==> src/rtl/alu_sequencer_if.sv <==
// Control bundle between the hardwired sequencer and the bus-based datapath.
// The datapath side presents IR and Stop; the sequencer drives every strobe.
interface alu_sequencer_if;
    logic [31:0] IR;
    logic        Stop;
    logic        PCout;
    logic        Zlowout;
    logic        MDRout;
    logic        Cout;
    logic        MARin;
    logic        PCin;
    logic        MDRin;
    logic        IRin;
    logic        Yin;
    logic        Zin;
    logic        IncPC;
    logic        Read;
    logic [4:0]  ALU_op;
    logic        Gra;
    logic        Grb;
    logic        Grc;
    logic        Rin;
    logic        Rout;
    logic        Run;
    logic        Illegal;

    // Handshake: none; every strobe is a one-cycle level sampled by the datapath
    // on the rising edge that ends the cycle in which it is high.
    modport master (
        output IR, Stop,
        input  PCout, Zlowout, MDRout, Cout, MARin, PCin, MDRin, IRin, Yin, Zin,
        input  IncPC, Read, ALU_op, Gra, Grb, Grc, Rin, Rout, Run, Illegal
    );

    modport slave (
        input  IR, Stop,
        output PCout, Zlowout, MDRout, Cout, MARin, PCin, MDRin, IRin, Yin, Zin,
        output IncPC, Read, ALU_op, Gra, Grb, Grc, Rin, Rout, Run, Illegal
    );
endinterface

==> src/rtl/alu_sequencer.sv <==
// Hardwired T0-T5 control unit: fetch via MAR/MDR/IR, then reg-reg or
// reg-immediate execution through Y/Z. Moore outputs from state plus IR.
module alu_sequencer (
    input  logic                  Clock,
    input  logic                  Clear,
    alu_sequencer_if.slave        bus,
    output logic [2:0]            dbg_state
);

    localparam logic [4:0] OP_ADD  = 5'b00011;
    localparam logic [4:0] OP_AND  = 5'b01001;
    localparam logic [4:0] OP_OR   = 5'b01010;
    localparam logic [4:0] OP_ADDI = 5'b01100;
    localparam logic [4:0] OP_ANDI = 5'b01101;
    localparam logic [4:0] OP_ORI  = 5'b01110;
    localparam logic [4:0] OP_NOP  = 5'b11010;
    localparam logic [4:0] OP_HALT = 5'b11011;

    typedef enum logic [2:0] {
        S_RST  = 3'd0,
        S_T0   = 3'd1,
        S_T1   = 3'd2,
        S_T2   = 3'd3,
        S_T3   = 3'd4,
        S_T4   = 3'd5,
        S_T5   = 3'd6,
        S_HALT = 3'd7
    } state_t;

    state_t     state;
    state_t     state_next;
    logic       illegal_q;
    logic       illegal_next;
    logic [4:0] op;
    logic       is_rr;
    logic       is_imm;
    logic [4:0] imm_alu;

    assign op        = bus.IR[31:27];
    assign dbg_state = state;

    // Reg-reg ops occupy the contiguous block add..or; ALU_op is the opcode itself.
    always_comb begin
        is_rr   = (op >= OP_ADD) && (op <= OP_OR);
        is_imm  = 1'b0;
        imm_alu = 5'b00000;
        case (op)
            OP_ADDI: begin is_imm = 1'b1; imm_alu = OP_ADD; end
            OP_ANDI: begin is_imm = 1'b1; imm_alu = OP_AND; end
            OP_ORI:  begin is_imm = 1'b1; imm_alu = OP_OR;  end
            default: begin is_imm = 1'b0; imm_alu = 5'b00000; end
        endcase
    end

    always_ff @(posedge Clock) begin
        if (Clear) begin
            state     <= S_RST;
            illegal_q <= 1'b0;
        end else begin
            state     <= state_next;
            illegal_q <= illegal_next;
        end
    end

    // Stop only matters at the two instruction boundaries: nop's T2 and T5.
    always_comb begin
        state_next   = state;
        illegal_next = illegal_q;
        case (state)
            S_RST: state_next = S_T0;
            S_T0:  state_next = S_T1;
            S_T1:  state_next = S_T2;
            S_T2: begin
                if (is_rr || is_imm) begin
                    state_next = S_T3;
                end else if (op == OP_NOP) begin
                    state_next = bus.Stop ? S_HALT : S_T0;
                end else if (op == OP_HALT) begin
                    state_next = S_HALT;
                end else begin
                    state_next   = S_HALT;
                    illegal_next = 1'b1;
                end
            end
            S_T3:   state_next = S_T4;
            S_T4:   state_next = S_T5;
            S_T5:   state_next = bus.Stop ? S_HALT : S_T0;
            S_HALT: state_next = S_HALT;
            default: state_next = S_RST;
        endcase
    end

    // IRin depends on state alone; kept apart from the IR-decoded block so the
    // datapath can route MDR onto IR during T2 without a combinational cycle.
    assign bus.IRin    = (state == S_T2);
    assign bus.Illegal = illegal_q;

    always_comb begin
        bus.PCout   = 1'b0;
        bus.Zlowout = 1'b0;
        bus.MDRout  = 1'b0;
        bus.Cout    = 1'b0;
        bus.MARin   = 1'b0;
        bus.PCin    = 1'b0;
        bus.MDRin   = 1'b0;
        bus.Yin     = 1'b0;
        bus.Zin     = 1'b0;
        bus.IncPC   = 1'b0;
        bus.Read    = 1'b0;
        bus.ALU_op  = 5'b00000;
        bus.Gra     = 1'b0;
        bus.Grb     = 1'b0;
        bus.Grc     = 1'b0;
        bus.Rin     = 1'b0;
        bus.Rout    = 1'b0;
        bus.Run     = 1'b0;
        case (state)
            S_T0: begin
                bus.PCout = 1'b1;
                bus.MARin = 1'b1;
                bus.IncPC = 1'b1;
                bus.Zin   = 1'b1;
                bus.Run   = 1'b1;
            end
            S_T1: begin
                bus.Zlowout = 1'b1;
                bus.PCin    = 1'b1;
                bus.Read    = 1'b1;
                bus.MDRin   = 1'b1;
                bus.Run     = 1'b1;
            end
            S_T2: begin
                bus.MDRout = 1'b1;
                bus.Run    = 1'b1;
            end
            S_T3: begin
                bus.Grb  = 1'b1;
                bus.Rout = 1'b1;
                bus.Yin  = 1'b1;
                bus.Run  = 1'b1;
            end
            S_T4: begin
                bus.Zin = 1'b1;
                bus.Run = 1'b1;
                if (is_imm) begin
                    bus.Cout   = 1'b1;
                    bus.ALU_op = imm_alu;
                end else begin
                    bus.Grc    = 1'b1;
                    bus.Rout   = 1'b1;
                    bus.ALU_op = op;
                end
            end
            S_T5: begin
                bus.Zlowout = 1'b1;
                bus.Gra     = 1'b1;
                bus.Rin     = 1'b1;
                bus.Run     = 1'b1;
            end
            default: begin
                bus.Run = 1'b0;
            end
        endcase
    end

endmodule

==> src/flat_wrapper.sv <==
// flat-port wrapper written by rule: the top's interface ports become plain ports
module alu_sequencer_flat 
  (Clock, Clear, dbg_state, bus_IR, bus_Stop, bus_PCout, bus_Zlowout, bus_MDRout, bus_Cout, bus_MARin, bus_PCin, bus_MDRin, bus_IRin, bus_Yin, bus_Zin, bus_IncPC, bus_Read, bus_ALU_op, bus_Gra, bus_Grb, bus_Grc, bus_Rin, bus_Rout, bus_Run, bus_Illegal);
  alu_sequencer_if bus_i ();
  input  logic Clock;
  input  logic Clear;
  output logic [2:0] dbg_state;
  input wire logic [$bits(bus_i.IR)-1:0] bus_IR;
  input wire logic [$bits(bus_i.Stop)-1:0] bus_Stop;
  output wire logic [$bits(bus_i.PCout)-1:0] bus_PCout;
  output wire logic [$bits(bus_i.Zlowout)-1:0] bus_Zlowout;
  output wire logic [$bits(bus_i.MDRout)-1:0] bus_MDRout;
  output wire logic [$bits(bus_i.Cout)-1:0] bus_Cout;
  output wire logic [$bits(bus_i.MARin)-1:0] bus_MARin;
  output wire logic [$bits(bus_i.PCin)-1:0] bus_PCin;
  output wire logic [$bits(bus_i.MDRin)-1:0] bus_MDRin;
  output wire logic [$bits(bus_i.IRin)-1:0] bus_IRin;
  output wire logic [$bits(bus_i.Yin)-1:0] bus_Yin;
  output wire logic [$bits(bus_i.Zin)-1:0] bus_Zin;
  output wire logic [$bits(bus_i.IncPC)-1:0] bus_IncPC;
  output wire logic [$bits(bus_i.Read)-1:0] bus_Read;
  output wire logic [$bits(bus_i.ALU_op)-1:0] bus_ALU_op;
  output wire logic [$bits(bus_i.Gra)-1:0] bus_Gra;
  output wire logic [$bits(bus_i.Grb)-1:0] bus_Grb;
  output wire logic [$bits(bus_i.Grc)-1:0] bus_Grc;
  output wire logic [$bits(bus_i.Rin)-1:0] bus_Rin;
  output wire logic [$bits(bus_i.Rout)-1:0] bus_Rout;
  output wire logic [$bits(bus_i.Run)-1:0] bus_Run;
  output wire logic [$bits(bus_i.Illegal)-1:0] bus_Illegal;
  assign bus_i.IR = bus_IR;
  assign bus_i.Stop = bus_Stop;
  assign bus_PCout = bus_i.PCout;
  assign bus_Zlowout = bus_i.Zlowout;
  assign bus_MDRout = bus_i.MDRout;
  assign bus_Cout = bus_i.Cout;
  assign bus_MARin = bus_i.MARin;
  assign bus_PCin = bus_i.PCin;
  assign bus_MDRin = bus_i.MDRin;
  assign bus_IRin = bus_i.IRin;
  assign bus_Yin = bus_i.Yin;
  assign bus_Zin = bus_i.Zin;
  assign bus_IncPC = bus_i.IncPC;
  assign bus_Read = bus_i.Read;
  assign bus_ALU_op = bus_i.ALU_op;
  assign bus_Gra = bus_i.Gra;
  assign bus_Grb = bus_i.Grb;
  assign bus_Grc = bus_i.Grc;
  assign bus_Rin = bus_i.Rin;
  assign bus_Rout = bus_i.Rout;
  assign bus_Run = bus_i.Run;
  assign bus_Illegal = bus_i.Illegal;
  alu_sequencer u_core (.Clock(Clock), .Clear(Clear), .bus(bus_i), .dbg_state(dbg_state));
endmodule
==> config.mk <==
export PLATFORM = sky130hd
export DESIGN_NAME = alu_sequencer_flat
export DESIGN_NICKNAME = d
export VERILOG_FILES = /design/src/rtl/alu_sequencer_if.sv /design/src/rtl/alu_sequencer.sv /design/src/flat_wrapper.sv
export SDC_FILE = /design/constraint.sdc
export NUM_CORES = 1
export LEC_CHECK = 0
export CORE_MARGIN = 2
export CORE_UTILIZATION = 24
export DETAILED_ROUTE_END_ITERATION = 10
export GPL_TIMING_DRIVEN = 0
export PLACE_DENSITY = 0.8
export SLEW_MARGIN = 20
export SYNTH_ARGS = -nofsm -noshare
export SYNTH_HDL_FRONTEND = slang
export SYNTH_SLANG_ARGS = --single-unit
==> constraint.sdc <==
create_clock -name Clock -period 1.55 [get_ports Clock]
set_input_delay 0.31 -clock Clock [delete_from_list [all_inputs] [get_ports Clock]]
set_output_delay 0.31 -clock Clock [all_outputs]
set_load 0.01 [all_outputs]
* Yosys cells after proc, flatten, opt, wreduce, memory -nomap -nowiden *
Index checks and enable logic that the tools add are counted.
W data, S select, Z words.

storage, ports and cells
  output and inout port bits = 27
  bits in registers = 4
  logic and storage cells = 48

operators by class
  order comparisons = 2
  bitwise logic cells = 3
  reductions and logical operators = 8
  multiplexer cells = 21
  equal/unequal tests = 12

operators by type and width
  kind                  count
  $pmux W3 S8           1
  $eq A5 B4 Y1 const B  3
  $mux W1               13
  $eq A3 B3 Y1 const B  4
  $pmux W4 S3           1
  $eq A5 B5 Y1 const B  2
  $mux W5               2
  $mux W3               3
  $eq A3 B2 Y1 const B  2
  $reduce_or A6 Y1      1
  $ge A5 B2 Y1 const B  1
  $le A5 B4 Y1 const B  1
  $reduce_and A4 Y1     1
  $reduce_or A2 Y1      2
  $eq A3 B1 Y1 const B  1
  $logic_not A3 Y1      1
  $not A1 Y1            3
  $reduce_or A3 Y1      1
  $pmux W1 S2           1
  $logic_and A1 B1 Y1   1
  $logic_or A1 B1 Y1    1

* Logic depth before layout (Yosys ltp) *
Gate-level depths: netlist of run 1.

  depth in word-level cells = 6
  depth in mapped cells = 5

* Worst setup path after synthesis of run 1 *
No wires, ideal clock.

  path type = flip-flop to output port
  start point = register u_core.state[2] (netlist: u_core.dbg_state[2])
  end point = output port bus_Rout
  slack = -0.012 ns
  data arrival time = 1.252 ns
  path buffers = 1
  cell stages (with the launch flop) = 4
  required time = 1.240 ns
  cell sequence = dfxtp_1 > clkbuf_2 > nor3b_1 > or2_1

between the ends
  cells in the longest elaborated chain, start to end = 2
  elaborated cells between the ends (all ways) = 3
  classes of those cells = eq/ne: 2; mux: 1

RTL lines
  what                      line                  source
  start: declaration        alu_sequencer.sv:30   state_t state;
  start signal: assignment  alu_sequencer.sv:60   state <= state_next;
  $eq A3 B3 Y1              alu_sequencer.sv:117  case (state)
  $pmux W1 S2 (*)           alu_sequencer.sv:117
  end: declaration          flat_wrapper.sv:27    output wire logic [$bits(bus_i.Rout)-1:0] bus_Rout;

Every way passes the cells marked *; elsewhere a longest branch is shown, timed or not.

* Worst setup path in the final report of run 1 *
  start point = register u_core.state[1] (netlist: u_core.dbg_state[1])
  end point = output port bus_ALU_op[4]

between the ends
  cells in the longest elaborated chain, start to end = 2

RTL lines
  what              line                  source
  $eq A3 B3 Y1      alu_sequencer.sv:117
  $mux W5           alu_sequencer.sv:117
  end: declaration  flat_wrapper.sv:22    output wire logic [$bits(bus_i.ALU_op)-1:0] bus_ALU_op;

No other way between the ends.

==> metrics list, run 1 <==
- After routing, the total negative slack on setup checks comes to -0.6998 ns.
- Top-level I/O count: 62
- In this run the worst setup path terminates at bus_ALU_op[4].
- Die area: 2234 um2
- The total area inside the core boundary comes to 1745 um2.
- Routed length per placed instance: 12.64 um
- Final Hold Violating Endpoints: 0
- After Yosys synthesis, and, or, nand and nor cells account for 46.52% of the synthesized area.
- Remaining design rule violation count: 0
- Ordered cell list for the critical path: and2b_2 > buf_6 > buf_6 > and3_4 > buf_6
- Total setup violations reported at the end of the flow: 11
- For this run the aggregate overflow at the end of global routing stands at 0.
- Post-layout nets: 153
* Sequential fraction of design power: 22.8%
- The internal power of the cells totals 349.8 uW.
- Number of cells on the worst reg-to-reg path: 5
- Met1 Usage GRT: 17.12%
- The endpoint identified for the worst register-to-register timing path is u_core.dbg_state[0].
- Summing the areas of all compound-gate instances in the mapped netlist gives 16.99% of the synthesized area.
* Cts bufs inserted: 3
- Layout Area Growth over Synthesis: 140.7%
- Entering global routing, the biggest net connects 9 pins.
- Classification of the worst-slack hold path: reg -> reg
- The clock network burns 24.9% of the power.
- During placement, the flow inserted port buffers numbering 32.
- Site Rows: 15
* Slew of the pin with the lowest slew margin: 0.3529 ns
* Distinct cell type count after synthesis: 30
- Max-cap violations in this run came to 0.
- For the worst setup path, the data required time is 1.24 ns.
- Kind of cell with the highest combined delay on the critical path: simple AND/OR/NAND/NOR gates
- Clock skew on the completed layout was measured at 0.004512 ns.
* Layout cells sized above 1: 68.97%
- Post-detailed-route via-to-cell ratio: 4.596
- Hold is met by 0.4980 ns.
* Top cells by area in the synthesized netlist: dfxtp_1, buf_4, nor2_1
- First-pass GRT wire length: 2428 um
* RSZ-0062 raised after global routing: true
* Number of antenna diodes: 0
- Number of buffer and inverter instances along the worst setup path: 3
- Post-layout power: 511.6 uW
- Net count after synthesis: 97
* Most prevalent standard cell on the critical path: buf_6
- Critical-path maximum fanout: 5
- For this design, the sink count on the clock tree is 4.
* Switching portion of total power: 31.63%
* RD Place Congestion: 0.6918
- Count of TritonRoute iterations in the first routing pass: 4
- Net load switching power: 161.8 uW
* Least setup slack across all paths after layout: -0.1100 ns
* Warnings from Yosys: 0
- The flow ran to the end, but the final reports show violations.
* Post-route fraction of the period consumed by the critical path: 107.1%
* CP Class: reg -> out
* Total number of cells along the worst setup path: 5
- For this run, the slowest stage of the critical path takes 0.36 ns.
* Post-layout min period: 1.660 ns
- Largest area contributor in the synthesized netlist: dfxtp_1
- Parity-gate share of the synthesized area counting xor and xnor cells: 0%
- The worst pin sits at a relative slew slack of 76.22%.
* Fill cell instance count of the final layout: 146
- Maximum level of the CTS H-tree: 1
- In this run the cell area of the synthesized design comes to 449.2 um2.
- For this block, the initial DRC count from the detailed router was 9.
- The analysis attributes to cell leakage a power of 0.5696 nW.
- Vert. Die Dim: 47.26 um
- A synthesized cell averages 7.245 um2.
- The wire-length estimate of the detail-placed layout is 967 um.
- After synthesis, the largest family of logic cells by area is simple AND/OR/NAND/NOR gates.
* Clock latency reported for the late side of the worst-skew pair: 0.23 ns
- The number of pins exceeding their max-slew limit in the final report is 0.
- Starting density of the core: 25.73%
- The routed design has 1782 um of wire.
- Startpoint of the lowest-slack register-to-register path: u_core.dbg_state[1]
- Dividing total power by cell area gives a power density of 473.2 nW/um2.
- Number of antenna violations at the first check in global routing: 0
* Total track usage: 15.14%
- Endpoint kind of the worst setup timing path: output port
- Clock transition at the registers of the reported paths: 0.04 ns
- Violated checks: negative setup slack
* Global-route met3 utilization: 1.538%
- Number of global-route vias before repair: 587
- For the worst setup path, the data arrival time is 1.35 ns.
- At the end of the flow the core is filled with cells to 61.94%.
* Routing layer with the top usage in global route: met2
- Flop2flop setup slack: 0.33 ns
- Of the synthesized area, sequential elements account for 17.83%.
- Share of total power in combinational logic: 52.4%
* DR vias: 648
- Buffer levels on the longest clock path: 2
* Fmax: 602.4 MHz
- Clock tree root buffer cell: clkbuf_4
- In the synthesized netlist, the number of instances is 62.
* Hold-fix buffers at CTS: 0
- TritonCTS built the clock tree.
- #FFs+latches synth: 4
* Top cell type's share of synthesized area: 17.83%
- Once detail routing completed, the nets flagged for antenna violations numbered 0.
- Worst voltage drop across the vdd grid: 0.3219 mV
- Startpoint Class: flip-flop
* Area share of fa/ha/maj cells after synthesis: 0%
- Critical-path top delay cell: dfxtp_4
- Measured against the total synthesized area, the mux share comes to 0%.
* Start point of the critical path: u_core.dbg_state[1]
- Measured along the x axis, the die boundary spans 47.26 um.
- In the global route stage, met2 resource usage came out at 27.30%.
==> metal layers <==
layer / vias up / wire length [um]
li1: 318 / -
met1: 304 / 670
met2: 24 / 999
met3: 2 / 97
met4: 0 / 15
met5: - / 0
==> how the worst min path moves through the flow <==
stage / startpoint / end / cells past startpoint
global placement: u_core.bus.Illegal / u_core.bus.Illegal / 2
global route: u_core.bus.Illegal / u_core.bus.Illegal / 2
finish: u_core.bus.Illegal / u_core.bus.Illegal / 2
CTS: u_core.bus.Illegal / u_core.bus.Illegal / 2
floorplan: Clear / u_core.bus.Illegal / 1
detailed placement: u_core.bus.Illegal / u_core.bus.Illegal / 2
==> cell type report <==
cell class	count	area (um2)	share of cell area, %
plain buffers	10	97.59	9.028
clock buffers	3	22.52	2.083
inverters	2	7.507	0.6944
multi-input cells	46	389.1	36.00
flip-flops and latches	4	91.34	8.449
well taps	25	31.28	2.894
repair buffers	51	441.7	40.86
==> state kept, by name, summed over array words and instances, names as in the netlist <==
register / count
u_core.bus.Illegal: 1
u_core.dbg_state: 3
==> timing repair <==
| action | in CTS | in global routing |
|---|---|---|
| pin swaps | 9 | 6 |
| setup buffers | 17 | 2 |
| setup endpoints to repair | 25 | 24 |
| resized for setup | 120 | 31 |
| endpoints found under the hold margin | 0 | 0 |
==> placed cells by master (no fill, tap or decap), types with 2 or more instances in the layout <==
cell type	instances
nor2_4	4
clkbuf_4	3
a211oi_2	2
clkbuf_2	4
nor3b_4	2
buf_2	7
buf_6	19
nand2_1	2
a21oi_1	2
dfxtp_4	3
nor2_1	9
dlymetal6s2s_1	3
or2_1	2
buf_4	21
clkdlybuf4s50_1	3
a31oi_1	2
==> cells by family after synthesis <==
family,Yosys count
simple gates,37
compound gates,9
buf+inv,12
flops,4
==> Yosys cell counts, drive strengths merged <==
library cell,count
nor2b,1
nand4b,1
nand2,3
buf,9
or2b,1
a21oi,3
a211oi,2
nor3,2
nor3b,2
a31oi,2
or2,2
nor2,13
nand3,1
and3,2
clkbuf,1
and2b,1
a311o,1
nand3b,1
or3,1
o41ai,1
nand2b,1
and3b,1
and2,2
and4bb,1
dfxtp,4
nor4,1
inv,2
==> worst reg2reg max path: stages (launching register included) <==
cell,delay [ns]
dfxtp_4,0.36
and2b_2,0.25
buf_6,0.12
buf_4,0.12
buf_4,0.12
nor3_1,0.16
==> metrics by stage <==
step / setup WS, ns / cell area [um2] / instances
after floorplan: -0.0006247 / 454.2 / 62
after global placement: -0.8202 / 805.8 / 119
after detailed placement: -0.8285 / 805.8 / 119
after CTS: -0.1562 / 998.5 / 139
after global routing: -0.1487 / 1081 / 141
final: -0.1100 / 1081 / 141
==> power groups by stage <==
stage | Clock (mW) | Combinational, mW | Sequential, mW
finish | 0.127 | 0.268 | 0.116
detailed placement | 0 | 0.177 | 0.122
global placement | 0 | 0.174 | 0.122
CTS | 0.133 | 0.240 | 0.114
floorplan | 0 | 0.0853 | 0.122
global route | 0.140 | 0.284 | 0.117
(Power assumes the default switching activity.)
==> inputs of run 2 (changes only) <==
==> constraint.sdc (replaced) <==
create_clock -name Clock -period 1.55 [get_ports Clock]
set_input_delay 0.2325 -clock Clock [delete_from_list [all_inputs] [get_ports Clock]]
set_output_delay 0.2325 -clock Clock [all_outputs]
set_load 0.01 [all_outputs]
==> metrics list, run 2 (synthesized netlist as in run 1, its figures left out) <==
- Pwr Density: 505.0 nW/um2 (was 473.2 nW/um2)
- The class of the tightest hold or removal check is in -> reg (was reg -> reg).
- The antenna cell count came to 0 (unchanged).
- The detail-routed net length per standard cell is 11.79 um (was 12.64 um).
- Hold-fix buffers at CTS: 0 (unchanged)
- Startpoint Class: flip-flop (unchanged)
- Ordered cell list for the critical path: and2b_2 > buf_6 > nor2b_4 > buf_6 > buf_6 (was and2b_2 > buf_6 > buf_6 > and3_4 > buf_6)
* Area taken by multi-input logic gates: 342.8 um2 (was 389.1 um2)
- Global-route met3 utilization: 2.308% (was 1.538%)
* Maximum level of the CTS H-tree: 1 (unchanged)
* Overall routed net length: 1568 um (was 1782 um)
- Vert. Die Dim: 47.26 um (unchanged)
- Overflow after GRT: 0 (unchanged)
- Fmax: 632.6 MHz (was 602.4 MHz)
- First-pass GRT wire length: 2332 um (was 2428 um)
* Most prevalent standard cell on the critical path: buf_6 (unchanged)
- The number of iterations in the first detailed-routing pass came to 4 (unchanged).
- The worst endpoint data arrival time came to 1.35 ns (about the same).
- Total setup violations reported at the end of the flow: 3 (was 11)
- Critical-path top delay cell: dfxtp_4 (unchanged)
* Worst voltage drop across the vdd grid: 0.3269 mV (was 0.3219 mV)
- Post-route fraction of the period consumed by the critical path: 102.0% (was 107.1%)
- The number of instances in the placed design is 119 (unchanged).
* CP Class: reg -> out (unchanged)
- The capturing element type of the critical path is an output port (unchanged).
- Count of maximum capacitance violations: 0 (unchanged)
* RSZ-0062 raised after global routing: true (unchanged)
- The minimum setup slack in the final design was -0.03067 ns (was -0.1100 ns).
- The number of flip-flops in the largest register came to 3 (unchanged).
- The storage element area was 91.34 um2 (unchanged).
* Site Rows: 15 (unchanged)
* Status: finished with violations (unchanged)
* Post-layout nets: 145 (was 153)
* Top library cells by usage in the layout, fill and taps aside: buf_4, nor2_1, buf_6, dlygate4sd2_1 (was buf_4, buf_6, nor2_1, buf_2)
- Post-detailed-route via-to-cell ratio: 4.511 (was 4.596)
* Slew Limit Headroom: 81.29% (was 76.22%)
- The initial standard-cell utilization of the core was 25.73% (unchanged).
- The number of remaining DRC errors was 0 (unchanged).
* Fill cell instance count of the final layout: 172 (was 146)
- The met2 demand-to-capacity share in global routing came to 28.38% (was 27.30%).
- TritonCTS clock tree: built (unchanged)
* Detailed Route Iter0 Violations: 6 (was 9)
- The number of standard cells in the final layout excluding fillers was 133 (was 141).
- The final-report hold violation count was 0 (unchanged).
- Max Slew Vio Count: 0 (unchanged)
* Routing layer with the top usage in global route: met2 (unchanged)
- The post-synthesis to final-layout area growth came to 108.1% (was 140.7%).
* Kind of cell with the highest combined delay on the critical path: simple AND/OR/NAND/NOR gates (unchanged)
- The leakage dissipation is 0.4700 nW (was 0.5696 nW).
- The clock period minus worst slack is 1.581 ns (was 1.660 ns).
- The global router's overall resource usage was 14.82% (was 15.14%).
- The highest net fanout along the worst path was 7 (was 5).
* Slew of the pin with the lowest slew margin: 0.2785 ns (was 0.3529 ns)
- Core Footprint: 1745 um2 (unchanged)
- Antenna violation net count after detailed routing: 0 (unchanged)
- Layout cells sized above 1: 55.56% (was 68.97%)
* Clock transition at the registers of the reported paths: 0.04 ns (about the same)
* Die area: 2234 um2 (unchanged)
- Number of buffer and inverter instances along the worst setup path: 3 (unchanged)
- Cts bufs inserted: 3 (unchanged)
* Clock latency reported for the late side of the worst-skew pair: 0.23 ns (about the same)
* DR vias: 600 (was 648)
- The count of pins on the block boundary was 62 (unchanged).
- The worst setup skew after layout is 0.003047 ns (was 0.004512 ns).
- The placement-stage worst setup slack came to -0.6691 ns (was -0.8285 ns).
* Number of antenna violations at the first check in global routing: 0 (unchanged)
* Maximum number of pins on one net before global-route repair: 11 (was 9)
* Die outline width: 47.26 um (unchanged)
* Most common library cell in the layout ignoring fill and taps: buf_4 (unchanged)
- Total clock sinks: 4 (unchanged)
- Violated checks: negative setup slack (unchanged).
- HPWL after DPL: 988.2 um (was 967 um)
* Worst EP required: 1.32 ns (was 1.24 ns)
- The maximum count of clock buffers along a single path is 2 (unchanged).
- Met1 Usage GRT: 16.17% (was 17.12%)
- Hold slack: 0.4757 ns (was 0.4980 ns)
* RD Place Congestion: 0.6932 (was 0.6918)
* Number of global-route vias before repair: 538 (was 587)
* Port bufs: 32 (unchanged)
- The cell at the root of the clock tree was clkbuf_4 (unchanged).
- The delay of the slowest cell on the worst path is 0.35 ns (was 0.36 ns).
run 2: layer usage:
metal,vias up,routed length [um]
li1,301,-
met5,-,0
met2,21,863
met4,0,0
met3,0,81
met1,278,623
run 2: timing repair:
action                                  4_1_cts  5_1_grt
pin swaps                                     2        7
gates cloned                                  0        0
gates resized for setup                      89       20
endpoints found under the setup margin       23       19
buffers inserted                             11        3
run 2: per-stage QoR:
step / setup TNS, ns / power (mW) / area (um2) / util, %
global route: -0.4235 / 0.5066 / 934.6 / 53.55
detailed placement: -6.848 / 0.2978 / 800.8 / 45.88
floorplan: 0 / 0.2069 / 449.2 / -
global placement: -6.457 / 0.2951 / 800.8 / 45.88
finish: -0.07154 / 0.4720 / 934.6 / 53.55
CTS: -0.2966 / 0.4611 / 948.4 / 54.34
run 2: layout make-up:
type / instances / area share, %
Timing Repair Buffer: 44 / 37.75
Sequential cell: 4 / 9.772
Clock buffer: 3 / 2.410
Buffer: 9 / 9.237
Inverter: 2 / 0.8032
Multi-Input combinational cell: 46 / 36.68
Tap cell: 25 / 3.347
run 2: worst paths after layout:
path	start	to	slack, ns	cells past startpoint
setup reg to reg	u_core.dbg_state[0]	u_core.dbg_state[1]	0.21	5
hold / removal	bus_IR[28]	u_core.bus.Illegal	0.48	4
hold reg to reg	u_core.bus.Illegal	u_core.bus.Illegal	0.51	2
setup / recovery	u_core.dbg_state[1]	bus_PCout	-0.03	5
run 2: worst register-to-register path, stage by stage (launching register included):
cell      delay (ns)
dfxtp_4         0.36
buf_4           0.14
and3b_2         0.22
buf_4           0.14
or2_1           0.24
a211oi_2        0.17
run 2: where the power goes:
| part | internal [mW] | switching [mW] | total (mW) |
|---|---|---|---|
| clock | 0.0864 | 0.0392 | 0.126 |
| sequential | 0.108 | 0.00981 | 0.118 |
| combinational | 0.131 | 0.0973 | 0.229 |
==> inputs of run 3 (changes only) <==
--- a/config.mk
+++ b/config.mk
@@ -7,6 +7,7 @@
 export LEC_CHECK = 0
 export CORE_MARGIN = 2
 export CORE_UTILIZATION = 24
+export CTS_CLUSTER_SIZE = 24
 export DETAILED_ROUTE_END_ITERATION = 10
 export GPL_TIMING_DRIVEN = 0
 export PLACE_DENSITY = 0.8
==> results of run 3 <==
No change in the layout: final DEF, timing and power equal those of run 2.
